<file path="src/rtl/ooo_pkg.sv">
// Shared types and helpers for the out-of-order writeback path.
//   wb_src_e   : which execute source produced a writeback result
//   wb_entry_t : one result record at the default widths
//   rob_age    : distance of a ROB slot from the current ROB head
//   is_younger : true when a slot is younger than a given branch slot
// The age helpers use a fixed 8-bit carrier plus an explicit width argument.
// This lets modules with any ROB_W up to ROB_W_MAX share them.
package ooo_pkg;

  localparam int ROB_W_MAX = 8;
  localparam int WB_DATA_W = 32;
  localparam int WB_ROB_W  = 3;

  typedef enum logic {
    WB_ALU = 1'b0,
    WB_LSU = 1'b1
  } wb_src_e;

  typedef struct packed {
    logic [WB_DATA_W-1:0] data;
    logic [WB_ROB_W-1:0]  rob_idx;
    logic                 valid;
  } wb_entry_t;

  typedef logic [ROB_W_MAX-1:0] rob_age_t;

  localparam logic [ROB_W_MAX:0] AGE_ONE = 1;

  // (idx - head) mod 2**rob_w
  function automatic rob_age_t rob_age(input rob_age_t idx, input rob_age_t head,
                                       input int rob_w);
    logic [ROB_W_MAX:0] span;
    rob_age_t           mask;
    span = AGE_ONE << rob_w;
    mask = rob_age_t'(span - AGE_ONE);
    return (idx - head) & mask;
  endfunction

  // An entry is younger than the branch when it sits further from the head.
  function automatic logic is_younger(input rob_age_t idx, input rob_age_t branch,
                                      input rob_age_t head, input int rob_w);
    return rob_age(idx, head, rob_w) > rob_age(branch, head, rob_w);
  endfunction

endpackage

</file>
<file path="src/rtl/wb_skid_fifo.sv">
// Small per-source result FIFO for the writeback arbiter.
//   clk, rst           : clock, synchronous active-low reset
//   push, push_data,
//   push_rob_idx       : offered result; it is taken only while count < DEPTH
//   pop                : remove the entry presented on out_*
//   flush,
//   flush_rob_idx,
//   rob_head           : squash every entry younger than the branch slot
//   out_valid, out_data,
//   out_rob_idx        : oldest-stored entry that survives this cycle's flush
//   count              : registered occupancy; the accept condition is count < DEPTH
// Storage is a circular buffer with wrapping head and tail pointers.
// On a flush, survivors are rewritten contiguously from the new head.
// So the buffer never holds holes, and count always equals the number of live entries.
module wb_skid_fifo
  import ooo_pkg::*;
#(
  parameter int DEPTH  = 2,
  parameter int DATA_W = 32,
  parameter int ROB_W  = 3
) (
  input  logic                    clk,
  input  logic                    rst,
  input  logic                    push,
  input  logic [DATA_W-1:0]       push_data,
  input  logic [ROB_W-1:0]        push_rob_idx,
  input  logic                    pop,
  input  logic                    flush,
  input  logic [ROB_W-1:0]        flush_rob_idx,
  input  logic [ROB_W-1:0]        rob_head,
  output logic                    out_valid,
  output logic [DATA_W-1:0]       out_data,
  output logic [ROB_W-1:0]        out_rob_idx,
  output logic [$clog2(DEPTH):0]  count
);

  localparam int PTR_W = $clog2(DEPTH);
  localparam int CNT_W = PTR_W + 1;
  localparam logic [CNT_W-1:0] FULL = CNT_W'(DEPTH);

  logic [DATA_W-1:0] mem_data [DEPTH];
  logic [ROB_W-1:0]  mem_rob  [DEPTH];
  logic [PTR_W-1:0]  head;
  logic [PTR_W-1:0]  tail;
  logic [CNT_W-1:0]  cnt;

  logic [DATA_W-1:0] nxt_data [DEPTH];
  logic [ROB_W-1:0]  nxt_rob  [DEPTH];
  logic [PTR_W-1:0]  head_nxt;
  logic [PTR_W-1:0]  tail_nxt;
  logic [CNT_W-1:0]  cnt_nxt;
  logic [PTR_W-1:0]  sel;
  logic              accept;
  logic              popping;

  function automatic logic killed(input logic [ROB_W-1:0] idx, input logic fl,
                                  input logic [ROB_W-1:0] br, input logic [ROB_W-1:0] hd);
    return fl && is_younger(rob_age_t'(idx), rob_age_t'(br), rob_age_t'(hd), ROB_W);
  endfunction

  assign count   = cnt;
  assign accept  = push && (cnt < FULL);
  assign popping = pop && out_valid;

  // Present the first stored entry that survives the current flush.
  // This keeps a squashed head from ever reaching the output register.
  always_comb begin
    logic [PTR_W-1:0] pos;
    out_valid   = 1'b0;
    out_data    = '0;
    out_rob_idx = '0;
    sel         = '0;
    pos         = head;
    for (int k = 0; k < DEPTH; k++) begin
      pos = head + PTR_W'(k);
      if (!out_valid && (CNT_W'(k) < cnt) &&
          !killed(mem_rob[pos], flush, flush_rob_idx, rob_head)) begin
        out_valid   = 1'b1;
        out_data    = mem_data[pos];
        out_rob_idx = mem_rob[pos];
        sel         = PTR_W'(k);
      end
    end
  end

  // Next contents: drop the popped entry and any squashed ones, pack the
  // rest from the new head, then append the accepted input unless it is squashed.
  always_comb begin
    logic [PTR_W-1:0] pos;
    logic [PTR_W-1:0] slot;
    nxt_data = mem_data;
    nxt_rob  = mem_rob;
    head_nxt = head + PTR_W'(popping);
    cnt_nxt  = '0;
    pos      = head;
    slot     = head_nxt;
    for (int k = 0; k < DEPTH; k++) begin
      pos = head + PTR_W'(k);
      if ((CNT_W'(k) < cnt) && !(popping && (PTR_W'(k) == sel)) &&
          !killed(mem_rob[pos], flush, flush_rob_idx, rob_head)) begin
        slot           = head_nxt + cnt_nxt[PTR_W-1:0];
        nxt_data[slot] = mem_data[pos];
        nxt_rob[slot]  = mem_rob[pos];
        cnt_nxt        = cnt_nxt + CNT_W'(1);
      end
    end
    if (accept && !killed(push_rob_idx, flush, flush_rob_idx, rob_head)) begin
      // Without a flush nothing moved, so the registered tail is the append point.
      slot           = flush ? (head_nxt + cnt_nxt[PTR_W-1:0]) : tail;
      nxt_data[slot] = push_data;
      nxt_rob[slot]  = push_rob_idx;
      cnt_nxt        = cnt_nxt + CNT_W'(1);
    end
    tail_nxt = head_nxt + cnt_nxt[PTR_W-1:0];
  end

  always_ff @(posedge clk) begin
    if (!rst) begin
      head <= '0;
      tail <= '0;
      cnt  <= '0;
    end else begin
      head <= head_nxt;
      tail <= tail_nxt;
      cnt  <= cnt_nxt;
    end
  end

  // Payload needs no reset: count gates every read.
  always_ff @(posedge clk) begin
    mem_data <= nxt_data;
    mem_rob  <= nxt_rob;
  end

endmodule

</file>
<file path="src/rtl/wb_arbiter.sv">
// Writeback arbiter: merges ALU and LSU results onto one registered WB port.
//   clk, rst                          : clock, synchronous active-low reset
//   alu_valid/alu_data/alu_rob_idx    : ALU result offer; alu_ready = ALU FIFO not full
//   lsu_valid/lsu_data/lsu_rob_idx    : LSU result offer; lsu_ready = LSU FIFO not full
//   flush, flush_rob_idx, rob_head    : squash everything younger than the branch slot
//   wb_valid/wb_data/wb_rob_idx/wb_src: registered writeback result (src 0 = ALU, 1 = LSU)
//   wb_ready                          : consumer takes the WB result this cycle
// Handshakes: a transfer happens at a rising edge where valid and ready are both high.
// A valid result is held stable until it transfers.
// A flush may withdraw a held result only if that result is younger than the branch.
module wb_arbiter
  import ooo_pkg::*;
#(
  parameter int DEPTH  = 2,
  parameter int DATA_W = 32,
  parameter int ROB_W  = 3
) (
  input  logic              clk,
  input  logic              rst,
  input  logic              alu_valid,
  input  logic [DATA_W-1:0] alu_data,
  input  logic [ROB_W-1:0]  alu_rob_idx,
  output logic              alu_ready,
  input  logic              lsu_valid,
  input  logic [DATA_W-1:0] lsu_data,
  input  logic [ROB_W-1:0]  lsu_rob_idx,
  output logic              lsu_ready,
  input  logic              flush,
  input  logic [ROB_W-1:0]  flush_rob_idx,
  input  logic [ROB_W-1:0]  rob_head,
  output logic              wb_valid,
  output logic [DATA_W-1:0] wb_data,
  output logic [ROB_W-1:0]  wb_rob_idx,
  output logic              wb_src,
  input  logic              wb_ready
);

  localparam int CNT_W = $clog2(DEPTH) + 1;
  localparam logic [CNT_W-1:0] FULL = CNT_W'(DEPTH);

  logic              alu_has, lsu_has;
  logic [DATA_W-1:0] alu_head_data, lsu_head_data;
  logic [ROB_W-1:0]  alu_head_rob, lsu_head_rob;
  logic [CNT_W-1:0]  alu_cnt, lsu_cnt;
  logic              alu_pop, lsu_pop;
  logic              load, contested, grant_any, grant_lsu, wb_kill;
  wb_src_e           rr_pref;

  wb_skid_fifo #(.DEPTH(DEPTH), .DATA_W(DATA_W), .ROB_W(ROB_W)) u_alu_fifo (
    .clk           (clk),
    .rst           (rst),
    .push          (alu_valid),
    .push_data     (alu_data),
    .push_rob_idx  (alu_rob_idx),
    .pop           (alu_pop),
    .flush         (flush),
    .flush_rob_idx (flush_rob_idx),
    .rob_head      (rob_head),
    .out_valid     (alu_has),
    .out_data      (alu_head_data),
    .out_rob_idx   (alu_head_rob),
    .count         (alu_cnt)
  );

  wb_skid_fifo #(.DEPTH(DEPTH), .DATA_W(DATA_W), .ROB_W(ROB_W)) u_lsu_fifo (
    .clk           (clk),
    .rst           (rst),
    .push          (lsu_valid),
    .push_data     (lsu_data),
    .push_rob_idx  (lsu_rob_idx),
    .pop           (lsu_pop),
    .flush         (flush),
    .flush_rob_idx (flush_rob_idx),
    .rob_head      (rob_head),
    .out_valid     (lsu_has),
    .out_data      (lsu_head_data),
    .out_rob_idx   (lsu_head_rob),
    .count         (lsu_cnt)
  );

  // Ready comes from registered occupancy only, so a pop at the same edge gives no credit.
  assign alu_ready = alu_cnt < FULL;
  assign lsu_ready = lsu_cnt < FULL;

  always_comb begin
    load      = !wb_valid || wb_ready;
    contested = alu_has && lsu_has;
    grant_any = load && (alu_has || lsu_has);
    grant_lsu = contested ? (rr_pref == WB_LSU) : lsu_has;
    alu_pop   = grant_any && !grant_lsu;
    lsu_pop   = grant_any && grant_lsu;
    wb_kill   = flush && wb_valid &&
                is_younger(rob_age_t'(wb_rob_idx), rob_age_t'(flush_rob_idx),
                           rob_age_t'(rob_head), ROB_W);
  end

  // rr_pref is the source that wins the next contested cycle.
  // It moves only when both sources actually competed.
  always_ff @(posedge clk) begin
    if (!rst) begin
      wb_valid   <= 1'b0;
      wb_data    <= '0;
      wb_rob_idx <= '0;
      wb_src     <= 1'b0;
      rr_pref    <= WB_ALU;
    end else if (load) begin
      wb_valid <= grant_any;
      if (grant_any) begin
        wb_data    <= grant_lsu ? lsu_head_data : alu_head_data;
        wb_rob_idx <= grant_lsu ? lsu_head_rob  : alu_head_rob;
        wb_src     <= grant_lsu;
      end
      if (contested) begin
        rr_pref <= grant_lsu ? WB_ALU : WB_LSU;
      end
    end else if (wb_kill) begin
      wb_valid <= 1'b0;
    end
  end

endmodule
</file>
<file path="config.mk">
export PLATFORM = sky130hd
export DESIGN_NAME = wb_arbiter
export DESIGN_NICKNAME = d
export VERILOG_FILES = /design/src/rtl/ooo_pkg.sv /design/src/rtl/wb_skid_fifo.sv /design/src/rtl/wb_arbiter.sv
export SDC_FILE = /design/constraint.sdc
export NUM_CORES = 1
export LEC_CHECK = 0
export ABC_AREA = 1
export ABC_CLOCK_PERIOD_IN_PS = 9200
export BUFFER_PORTS_ARGS = -buffer_cell sky130_fd_sc_hd__buf_2
export CAP_MARGIN = 20
export CORE_MARGIN = 3
export CORE_UTILIZATION = 65
export DETAILED_ROUTE_END_ITERATION = 10
export GPL_TIMING_DRIVEN = 0
export HOLD_SLACK_MARGIN = 0.05
export PLACE_DENSITY = 0.91
export SETUP_SLACK_MARGIN = 0.05
export SLEW_MARGIN = 20
export SYNTH_ARGS = -nofsm -noshare
export SYNTH_HDL_FRONTEND = slang
export SYNTH_SLANG_ARGS = --single-unit
</file>
<file path="constraint.sdc">
create_clock -name clk -period 9.2 [get_ports clk]
set_clock_uncertainty 0.1 [all_clocks]
set_input_delay 1.84 -clock clk [delete_from_list [all_inputs] [get_ports clk]]
set_output_delay 1.84 -clock clk [all_outputs]
set_load 0.03 [all_outputs]
</file>
* Word level (Yosys, flattened, before mapping)
Cells that the tools add are included.
Widths: inputs -> output; s select.
** Cells by class
- Add/subtract/negate cells :: 22
- Magnitude comparators :: 29
- Mux-type cells :: 100
- Bitwise operators :: 12
- Reduce and logical (&&, ||, !) cells :: 61
** Operators by type and width (number)
- $mux 32 :: 23
- $bwmux 64 :: 6
- $mux 64 :: 6
- $demux 32 s1 :: 6
- $mux 3 :: 23
- $logic_and 1x1->1 :: 42
- $bwmux 6 :: 6
- $mux 6 :: 6
- $sub 3x3->3 :: 8
- $gt 3x3->1 :: 7
- $ge 2x2->1 const B :: 10
- $not 1->2 :: 10
- $demux 3 s1 :: 6
- $logic_not 1->1 :: 14
- $mux 1 :: 14
- $lt 2x1->1 const B :: 6
- $add 1x1->1 :: 8
- $add 2x1->2 const B :: 4
- $lt 1x2->1 const A :: 4
- $mux 2 :: 4
- $lt 2x2->1 const B :: 2
- $reduce_and 2->1 :: 2
- $add 1x1->1 const B :: 2
- $logic_or 1x1->1 :: 2
- other kinds (2) :: 3
** Word-level totals
- Bits in registers :: 186
- Input bits :: 82
- Output and inout port bits :: 39
- Word-level logic and storage cells :: 243

* Logic depth before layout (Yosys ltp)
Gate-level depths: netlist of the first run.
- Word-level depth :: 35
- Mapped depth :: 32
- Gate-level depth less buffers :: 28

* By module
Synthesis of the first run repeated with hierarchy kept, for this count alone.
** Second synthesis, totals
- Cell total of the unflattened synthesis :: 2003
- Area total of the unflattened synthesis :: 12972.4 µm²
** Modules (own cells, without submodules)
- wb_skid_fifo at u_alu_fifo :: times used 1, cells each 844, area each 5430.2 µm², sequential area each 1481.4 µm²
- wb_skid_fifo at u_lsu_fifo :: times used 1, cells each 844, area each 5366.4 µm², sequential area each 1481.4 µm²
- wb_arbiter :: times used 1, cells each 315, area each 2175.8 µm², sequential area each 760.7 µm²

* Least setup slack after synthesis of the first run
No wires, ideal clock.
- Path kind :: input -> register
- Start point :: in rob_head[1]
- End point :: reg u_alu_fifo.mem_data[36] (netlist name)
- Library setup time :: 113 ps
- Arrival time :: 5293 ps
- Required time :: 8987 ps
- Setup slack :: 3693 ps
- Stages :: 24
- Path buffers :: 2
- Path through :: inv_1 -> fa_1 -> xor2_1 -> xor2_1 -> ha_1 -> a21oi_1 -> nand2_1 -> nand2_1 -> nand2_2 -> o21ai_4 -> nor2_1 -> nor2_1 -> nand3b_1 -> nand2_1 -> inv_2 -> buf_2 -> ha_1 -> inv_1 -> nand3_1 -> nand3_1 -> nand3_2 -> buf_2 -> nand3_1 -> nand2_1
** RTL lines
- start, declared :: line wb_arbiter.sv:30 : input logic [ROB_W-1:0] rob_head,
- end signal, assigned :: line wb_skid_fifo.sv:131 : mem_data <= nxt_data;
- end, declared :: line wb_skid_fifo.sv:41 : logic [DATA_W-1:0] mem_data [DEPTH];

==> results of run 1 <==
## worst max-delay path: cells and delay by family (launching register included)
family | cells | cell delay, ps
adder cells (fa/ha/maj) | 4 | 1250
flip-flops | 1 | 310
multiplexers | 1 | 370
buffers and inverters | 9 | 2380
AO/OA/AOI/OAI | 2 | 260
AND/OR/NAND/NOR | 13 | 1240
XOR/XNOR | 2 | 360
## report_power, final
group | leakage, uW | internal, uW | total (uW) | switching [uW]
registers | 0.00155 | 1220 | 1440 | 219
logic | 0.00496 | 1230 | 4120 | 2880
clock network | 0.000262 | 367 | 706 | 338
total | 0.00678 | 2820 | 6260 | 3440
## cells by family (layout without fill, tap and decap cells)
group | after synthesis | count (layout) | share of synthesized area (%)
AO/OA/AOI/OAI | 276 | 276 | 12.9
buffers and inverters | 316 | 467 | 11.1
AND/OR/NAND/NOR | 1071 | 1071 | 38.8
XOR/XNOR | 18 | 18 | 1.32
adder cells (fa/ha/maj) | 38 | 38 | 4.47
multiplexers | 3 | 3 | 0.251
flip-flops | 186 | 186 | 31.1
## layer usage
metal  share of wire, %  track usage [%]
met5                  0                0
met4                5.1             18.0
met3                 14             8.49
met2                 43             59.3
met1                 38             53.8
## registers in the layout (all words and copies together) (netlist names)
register / flops
u_alu_fifo.count: 2
u_lsu_fifo.mem_data: 64
u_alu_fifo.head: 1
u_lsu_fifo.tail: 1
u_lsu_fifo.mem_rob: 6
u_alu_fifo.mem_data: 64
u_lsu_fifo.head: 1
wb_data: 32
wb_rob_idx: 3
wb_src: 1
wb_valid: 1
u_alu_fifo.tail: 1
u_alu_fifo.mem_rob: 6
rr_pref: 1
u_lsu_fifo.count: 2
## per-stage QoR
stage / setup WS, ps / area [um^2] / power, uW / cells / hold WS, ps
6_report: 2840 / 13400 / 6260 / 2284 / 391
5_1_grt: 2390 / 13400 / 6680 / 2284 / 416
4_1_cts: 3010 / 13400 / 6070 / 2284 / 388
3_5_place_dp: 2700 / 12800 / 5350 / 2252 / 373
3_3_place_gp: 2800 / 12800 / 5200 / 2252 / 369
2_1_floorplan: 3690 / 12000 / 4280 / 1908 / 362
## final timing paths
check	start	endpoint	slack (ps)	cells past startpoint
min	rr_pref$_SDFFE_PN0P_	rr_pref$_SDFFE_PN0P_	390	2
max reg2reg	u_alu_fifo.head$_SDFF_PN0_	u_lsu_fifo.mem_data[4]$_DFF_P_	2840	31
min reg2reg	rr_pref$_SDFFE_PN0P_	rr_pref$_SDFFE_PN0P_	390	2
max	u_alu_fifo.head$_SDFF_PN0_	u_lsu_fifo.mem_data[4]$_DFF_P_	2840	31
## final cells by class
type,count,area [um^2]
Fill cell,1403,4270
Clock inverter,10,68.8
Buffer,130,634
Clock buffer,22,474
Timing Repair Buffer,119,596
Sequential cell,186,3720
Multi-Input combinational cell,1406,6910
Inverter,186,698
Tap cell,225,282
## cells in the final DEF (no fill, tap or decap)
cell type,netlist,routed
nand2_1,666,666
nand3_1,350,350
dfxtp_1,186,186
inv_1,177,177
buf_2,42,161
o21ai_0,143,143
o22ai_1,68,68
clkbuf_1,65,67
ha_1,30,30
a31oi_1,27,27
a21oi_1,24,24
clkbuf_16,0,17
nor2_1,16,16
xor2_1,14,14
nand2_2,12,12
buf_4,11,11
inv_2,9,9
a22oi_1,8,8
fa_1,8,8
nand2_4,7,7
nand3_2,7,7
buf_6,7,7
or2_2,6,6
buf_1,5,5
xnor2_1,4,4
clkinv_2,0,4
mux2i_1,3,3
nand3b_1,3,3
clkbuf_8,0,3
clkinvlp_4,0,3
o311ai_0,2,2
nand3_4,2,2
clkinv_4,0,2
or2_1,1,1
o21ai_2,1,1
o21ai_4,1,1
nor2_2,1,1
o21ai_1,1,1
a211oi_1,1,1
inv_6,0,1
==> metrics.md, run 1 <==
| Metric | Value |
|---|---|
| Routed WL per cell | around 18 um |
| Post-CTS setup buffer count | 0 |
| Main synth FF type | dfxtp_1 |
| Power per Cell Area | 468 mW/mm^2 |
| Count leader, synth | nand2_1 |
| Cts repair resizes | 0 |
| Minimum clock period | 6360 ps |
| ANT nets after route | 0 |
| CTS tree | done |
| Slew headroom | a little over half |
| Nets | 2166 |
| Setup violators final | 0 |
| Clk root buf | clkbuf_16 |
| DRC Markers | 1 |
| Total GRT Usage | about two fifths |
| Final core utilization | 75.8% |
| Hold WC Path Type | reg2reg |
| Largest net degree at the start of global routing | 17 |
| Die area | between 0.02 and 0.025 mm^2 |
| Vias | 14315 |
| Vias in the first global route | approximately 13000 |
| Number of antenna violations at the first check in global routing | 0 |
| Leakage | between 0.006 and 0.007 uW |
| Post-Syn Nets | 2028 |
| Cts bufs inserted | 17 |
| Vias/cell | ~6.3 |
| Yosys cell types | 34 |
| Clock slew seen by the registers of the worst setup and hold paths | ~60 ps |
| Routed WL | slightly above 40000 um |
| Critical Setup Path Class | reg2reg |
| Ratio of cells with drive above 1 in the final layout | 12.4% |
| Post-DP HPWL | ~29000 um |
| CP peak stage delay | about 530 ps |
| Worst Max-Slew Pin Slew | about 690 ps |
| Final hold viol count | 0 |
| Synthesized cell area | roughly 0.012 mm^2 |
| First-pass GRT wire length | around 64000 um |
| Placer Congestion | just under 1 |
| #FFs+latches synth | 186 |
| Setup total negative slack | 0 ps |
| CP endpoint kind | register |
| Max clock buf depth | 2 |
| Cells after synthesis | between 1500 and 2000 |
| Most frequent cells after synthesis | nand2_1 (666), nand3_1 (350), dfxtp_1 (186) |
| Worst path most repeated cell | nand2_1 |
| Drt pass-1 iters | 10 |
| Core area | between 0.015 and 0.02 mm^2 |
| Rows | 48 |
| FFs w/ async S/R, synth | 0% |
| Mean Syn Cell Area | 6.27 um^2 |
| N_diodes | 0 |
| CP Launch Type | register |
| Area leader, netlist | dfxtp_1 |
| Failing checks | design-rule violations |
| Post-synth EDFFs | 0 |
| Peak VDD IR | approximately 0.26 mV |
| Total clock sinks | between 150 and 200 |
| Max_cap viols | 0 |
| Die span in x | 142 um |
| Global route overflow | 0 |
| Crit-path slowest cell | clkbuf_1 |
| Post-synth top area share | 31.1% |
| F_max | roughly 160 MHz |
| Depth of the CTS H-tree | 4 |
| Total I/O pin count | 121 |
| Final period utilization | about 69% |
| Final max-slew violation count | 0 |
| RSZ-0062 raised after global routing | false |
| CP max FO | 10 |
| Area grow syn2layout | 11.9% |
| 1st-iter DRT viols | about 2400 |
| Status | complete, but fails checks |
| Die Span Y | ~140 um |
| Critical Path RT | between 9000 and 10000 ps |
| CP Data Arrival Time | between 6000 and 7000 ps |
| CTS Hold Buffers Added | 0 |
| Seq/Total Area, Yosys | between 30 and 40% |
| Top cells by area, synth | dfxtp_1 (31%), nand2_1 (21%), nand3_1 (15%), o21ai_0 (6.0%), inv_1 (5.6%) |
| Port bufs | about 120 |
| Synth Warn # | 0 |
| Initial Util | 67.8% |
| Skew-Pair Late Insertion Delay | ~440 ps |
(Power assumes the default switching activity.)
==> run 2: changes to the inputs <==
ABC_AREA = 0   (was 1)
ABC_CLOCK_PERIOD_IN_PS = 5300   (was 9200)
CORE_UTILIZATION = 54   (was 65)
PLACE_DENSITY = 0.81   (was 0.91)
clock period = 5.3 ns   (was 9.2 ns; I/O delays follow)
==> run 2 against run 1 <==
  * The flow now finishes without violations
  * First-iteration DRC count down 66%
  * Sequential power up 98%
  * Critical path depth down 8
  * Largest power group unchanged
  * Final cell count down 35%
==> metrics.md, run 2 <==
| Metric | Value |
|---|---|
| CP peak stage delay | 410 ps (was 530 ps) |
| Final max-slew violation count | 0 (unchanged) |
| Internal | 5370 uW (was 2820 uW) |
| ANT nets after route | 0 (unchanged) |
| Top cells by area, synth | dfxtp_1 (33%), mux2_2 (25%), a221o_1 (5.8%), ha_1 (3.4%), mux2_4 (2.8%) (was dfxtp_1 (31%), nand2_1 (21%), nand3_1 (15%), o21ai_0 (6.0%), inv_1 (5.6%)) |
| Synthesized cell area | 0.0111 mm^2 (was 0.0120 mm^2) |
| Worst Max-Slew Pin Slew | 870 ps (was 689 ps) |
| Total clock sinks | 186 (unchanged) |
| Vias | 9315 (was 14315) |
| Clock share of power | 13.8% (was 11.3%) |
| Clock slew seen by the registers of the worst setup and hold paths | 70 ps (was 60 ps) |
| Minimum clock period | 5130 ps (was 6360 ps) |
| Mean Syn Cell Area | 10.7 um^2 (was 6.27 um^2) |
| Total I/O pin count | 121 (unchanged) |
| Ratio of cells with drive above 1 in the final layout | 41.7% (was 12.4%) |
| Most frequent cells in the layout | mux2_2 (250), dfxtp_1 (185), buf_2 (122) (was nand2_1 (666), nand3_1 (350), dfxtp_1 (186)) |
| CP endpoint kind | register (unchanged) |
| Clk root buf | clkbuf_16 (unchanged) |
| Slew headroom | 41.6% (was 54.1%) |
| Post-synthesis xor/xnor area fraction | 2.04% (was 1.32%) |
| Die Span Y | 150 um (was 142 um) |
| Tot Pwr | 9150 uW (was 6260 uW) |
| Max_cap viols | 0 (unchanged) |
| Total GRT Usage | 26.6% (was 39.3%) |
| Nets | 1317 (was 2166) |
| Post-synth top area share | 33.4% (was 31.1%) |
| FFs w/ async S/R, synth | 0% (unchanged) |
| Drt pass-1 iters | 5 (was 10) |
| Final period utilization | 96.7% (was 69.1%) |
| Hold WC Path Type | reg2reg (unchanged) |
| Rows | 51 (was 48) |
| Synth Warn # | 0 (unchanged) |
| 1st-iter DRT viols | 818 (was 2410) |
| F_max | 195 MHz (was 157 MHz) |
| First-pass GRT wire length | 47200 um (was 64100 um) |
| Core area | 0.0198 mm^2 (was 0.0177 mm^2) |
| Routed WL per cell | 20.7 um (was 17.8 um) |
| Critical Path RT | 5530 ps (was 9480 ps) |
| CTS tree | done (unchanged) |
| Logic gate share of total power | 55.0% (was 65.8%) |
| Largest family of logic cells by synthesized area | multiplexers (was simple AND/OR/NAND/NOR gates) |
| Cells after synthesis | 1043 (was 1908) |
| Depth of the CTS H-tree | 4 (unchanged) |
| Commonest non-fill, non-tap cell in the layout | mux2_2 (was nand2_1) |
| Die span in x | 150 um (was 142 um) |
| #FFs+latches synth | 186 (unchanged) |
| Skew-Pair Late Insertion Delay | 440 ps (about the same) |
| Vias/cell | 6.32 (was 6.27) |
| Post-synthesis adder-cell area fraction | 4.81% (was 4.47%) |
| Number of antenna violations at the first check in global routing | 1 (was 0) |
| Critical Path, Cell by Cell | buf_12, mux2i_4, ha_1, inv_1, fa_2, xnor2_1, xnor2_1, ha_1, nor2_1, a31oi_1, a31o_2, a21o_1, nor2_4, clkbuf_8, a21oi_4, ha_4, xor2_1, or3_1, a21oi_2, o21a_1, buf_6, buf_8, mux2_2 |
| Vias in the first global route | 9003 (was 12933) |
| NetSw | 3780 uW (was 3440 uW) |
| Most frequent cells after synthesis | mux2_2 (252), dfxtp_1 (186), a221o_1 (64) (was nand2_1 (666), nand3_1 (350), dfxtp_1 (186)) |
| Switching Fraction | 41.3% (was 55.0%) |
| Main synth FF type | dfxtp_1 (unchanged) |
| Post-synth EDFFs | 0 (unchanged) |
| Critical Setup Path Class | reg2reg (unchanged) |
| Leakage | 0.00511 uW (was 0.00678 uW) |
| Final hold viol count | 0 (unchanged) |
| Simple-Gate Fraction of Synth Area | 4.52% (was 38.8%) |
| CP Data Arrival Time | 5350 ps (was 6640 ps) |
| Share of power burned in registers | 31.2% (was 23.0%) |
| DRC Markers | 0 (was 1) |
| Port bufs | 118 (was 119) |
| CP Launch Type | register (unchanged) |
| Post-DP HPWL | 21200 um (was 28700 um) |
| Area grow syn2layout | 17.1% (was 11.9%) |
| Placer Congestion | 0.919 (was 0.989) |
| CP Buf/Inv Count | 5 (was 9) |
| Global route overflow | 0 (unchanged) |
| Yosys cell types | 55 (was 34) |
| Area leader, netlist | dfxtp_1 (unchanged) |
| Largest net degree at the start of global routing | 17 (unchanged) |
| Status | completed (was complete, but fails checks) |
| Post-synthesis mux area share | 30.3% (was 0.251%) |
| Peak VDD IR | 0.304 mV (was 0.257 mV) |
| Crit-path slowest cell | dfxtp_4 (was clkbuf_1) |
| Max clock buf depth | 2 (unchanged) |
| Setup violators final | 0 (unchanged) |
| Post-Syn Nets | 1163 (was 2028) |
| Routed WL | 30500 um (was 40700 um) |
| Biggest regs | u_alu_fifo.mem_data (64), u_lsu_fifo.mem_data (64), wb_data (32) (unchanged) |
| Cts bufs inserted | 17 (unchanged) |
| N_diodes | 0 (unchanged) |
| Synth Area in Compound Gates | 20.2% (was 12.9%) |
| Final core utilization | 65.7% (was 75.8%) |
| CP max FO | 10 (unchanged) |
| Die area | 0.0224 mm^2 (was 0.0201 mm^2) |
| Count leader, synth | mux2_2 (was nand2_1) |
| Seq/Total Area, Yosys | 33.4% (was 31.1%) |
| RSZ-0062 raised after global routing | false (unchanged) |
| Delay-heaviest family, CP | adder cells (was buffers and inverters) |
| Initial Util | 56.1% (was 67.8%) |
| Power per Cell Area | 701 mW/mm^2 (was 468 mW/mm^2) |
## run 2: timing repair
item                                    CTS  global route
hold buffers                              0             0
gates resized for setup                  17            20
setup buffers                             8            10
endpoints found under the setup margin  140           122
cloned                                    0             0
pin swaps                                 8             9
## run 2: final cells by class
type,count,area [um^2]
clock buffers,21,450
plain buffers,88,498
inverters,28,109
fillers,1562,6800
flip-flops and latches,186,3730
repair buffers,136,741
multi-input cells,740,7070
clock inverters,11,121
well taps,265,332
## run 2: stage by stage
stage / setup TNS (ps) / worst slack, ps / cells / instance area (um^2) / hold WS, ps
6_report: 0 / 173 / 1475 / 13000 / 388
5_1_grt: 0 / 34.7 / 1475 / 13000 / 415
4_1_cts: 0 / 59.9 / 1465 / 12900 / 387
3_5_place_dp: -103960 / -976 / 1426 / 12200 / 377
3_3_place_gp: -97360 / -926 / 1426 / 12200 / 370
2_1_floorplan: 0 / 31.4 / 1043 / 11200 / 439
## run 2: logic make-up (layout without fill, tap and decap cells)
kind of cell | count (synthesis) | in the layout
fa+ha+maj | 38 | 38
compound gates | 280 | 280
mux | 295 | 295
simple gates | 101 | 101
flops | 186 | 186
xor+xnor | 26 | 26
buf+inv | 117 | 284
## run 2: power by group through the flow
stage               Sequential (uW)  Clock, uW  Combinational [uW]
floorplan                      2870          0                3540
global placement               2770          0                4590
detailed placement             2820          0                4730
CTS                            2810       1270                4840
global route                   2940       1330                5430
finish                         2850       1270                5030
## run 2: final timing paths
check                                   from                               to  slack (ps)  cells after the start
setup / recovery  u_alu_fifo.head$_SDFF_PN0_  u_alu_fifo.mem_data[24]$_DFF_P_         170                     23
setup reg to reg  u_alu_fifo.head$_SDFF_PN0_  u_alu_fifo.mem_data[24]$_DFF_P_         170                     23
hold / removal           wb_src$_SDFFE_PN0P_              wb_src$_SDFFE_PN0P_         390                      2
hold reg to reg          wb_src$_SDFFE_PN0P_              wb_src$_SDFFE_PN0P_         390                      2
## run 2: tightest hold or removal path, delay by kind of cell, from the launching register on
kind / cells / cell delay [ps]
flip-flops: 1 / 330
AO/OA/AOI/OAI: 1 / 60
AND/OR/NAND/NOR: 1 / 50
## run 2: per-layer routing
metal | global-route usage, % | wire length (um) | vias to the layer above
met5 | 0 | 10 | -
met4 | 10.3 | 812 | 2
met3 | 4.85 | 2330 | 70
met2 | 42.7 | 14300 | 366
met1 | 35.6 | 13100 | 4547
li1 | - | - | 4330
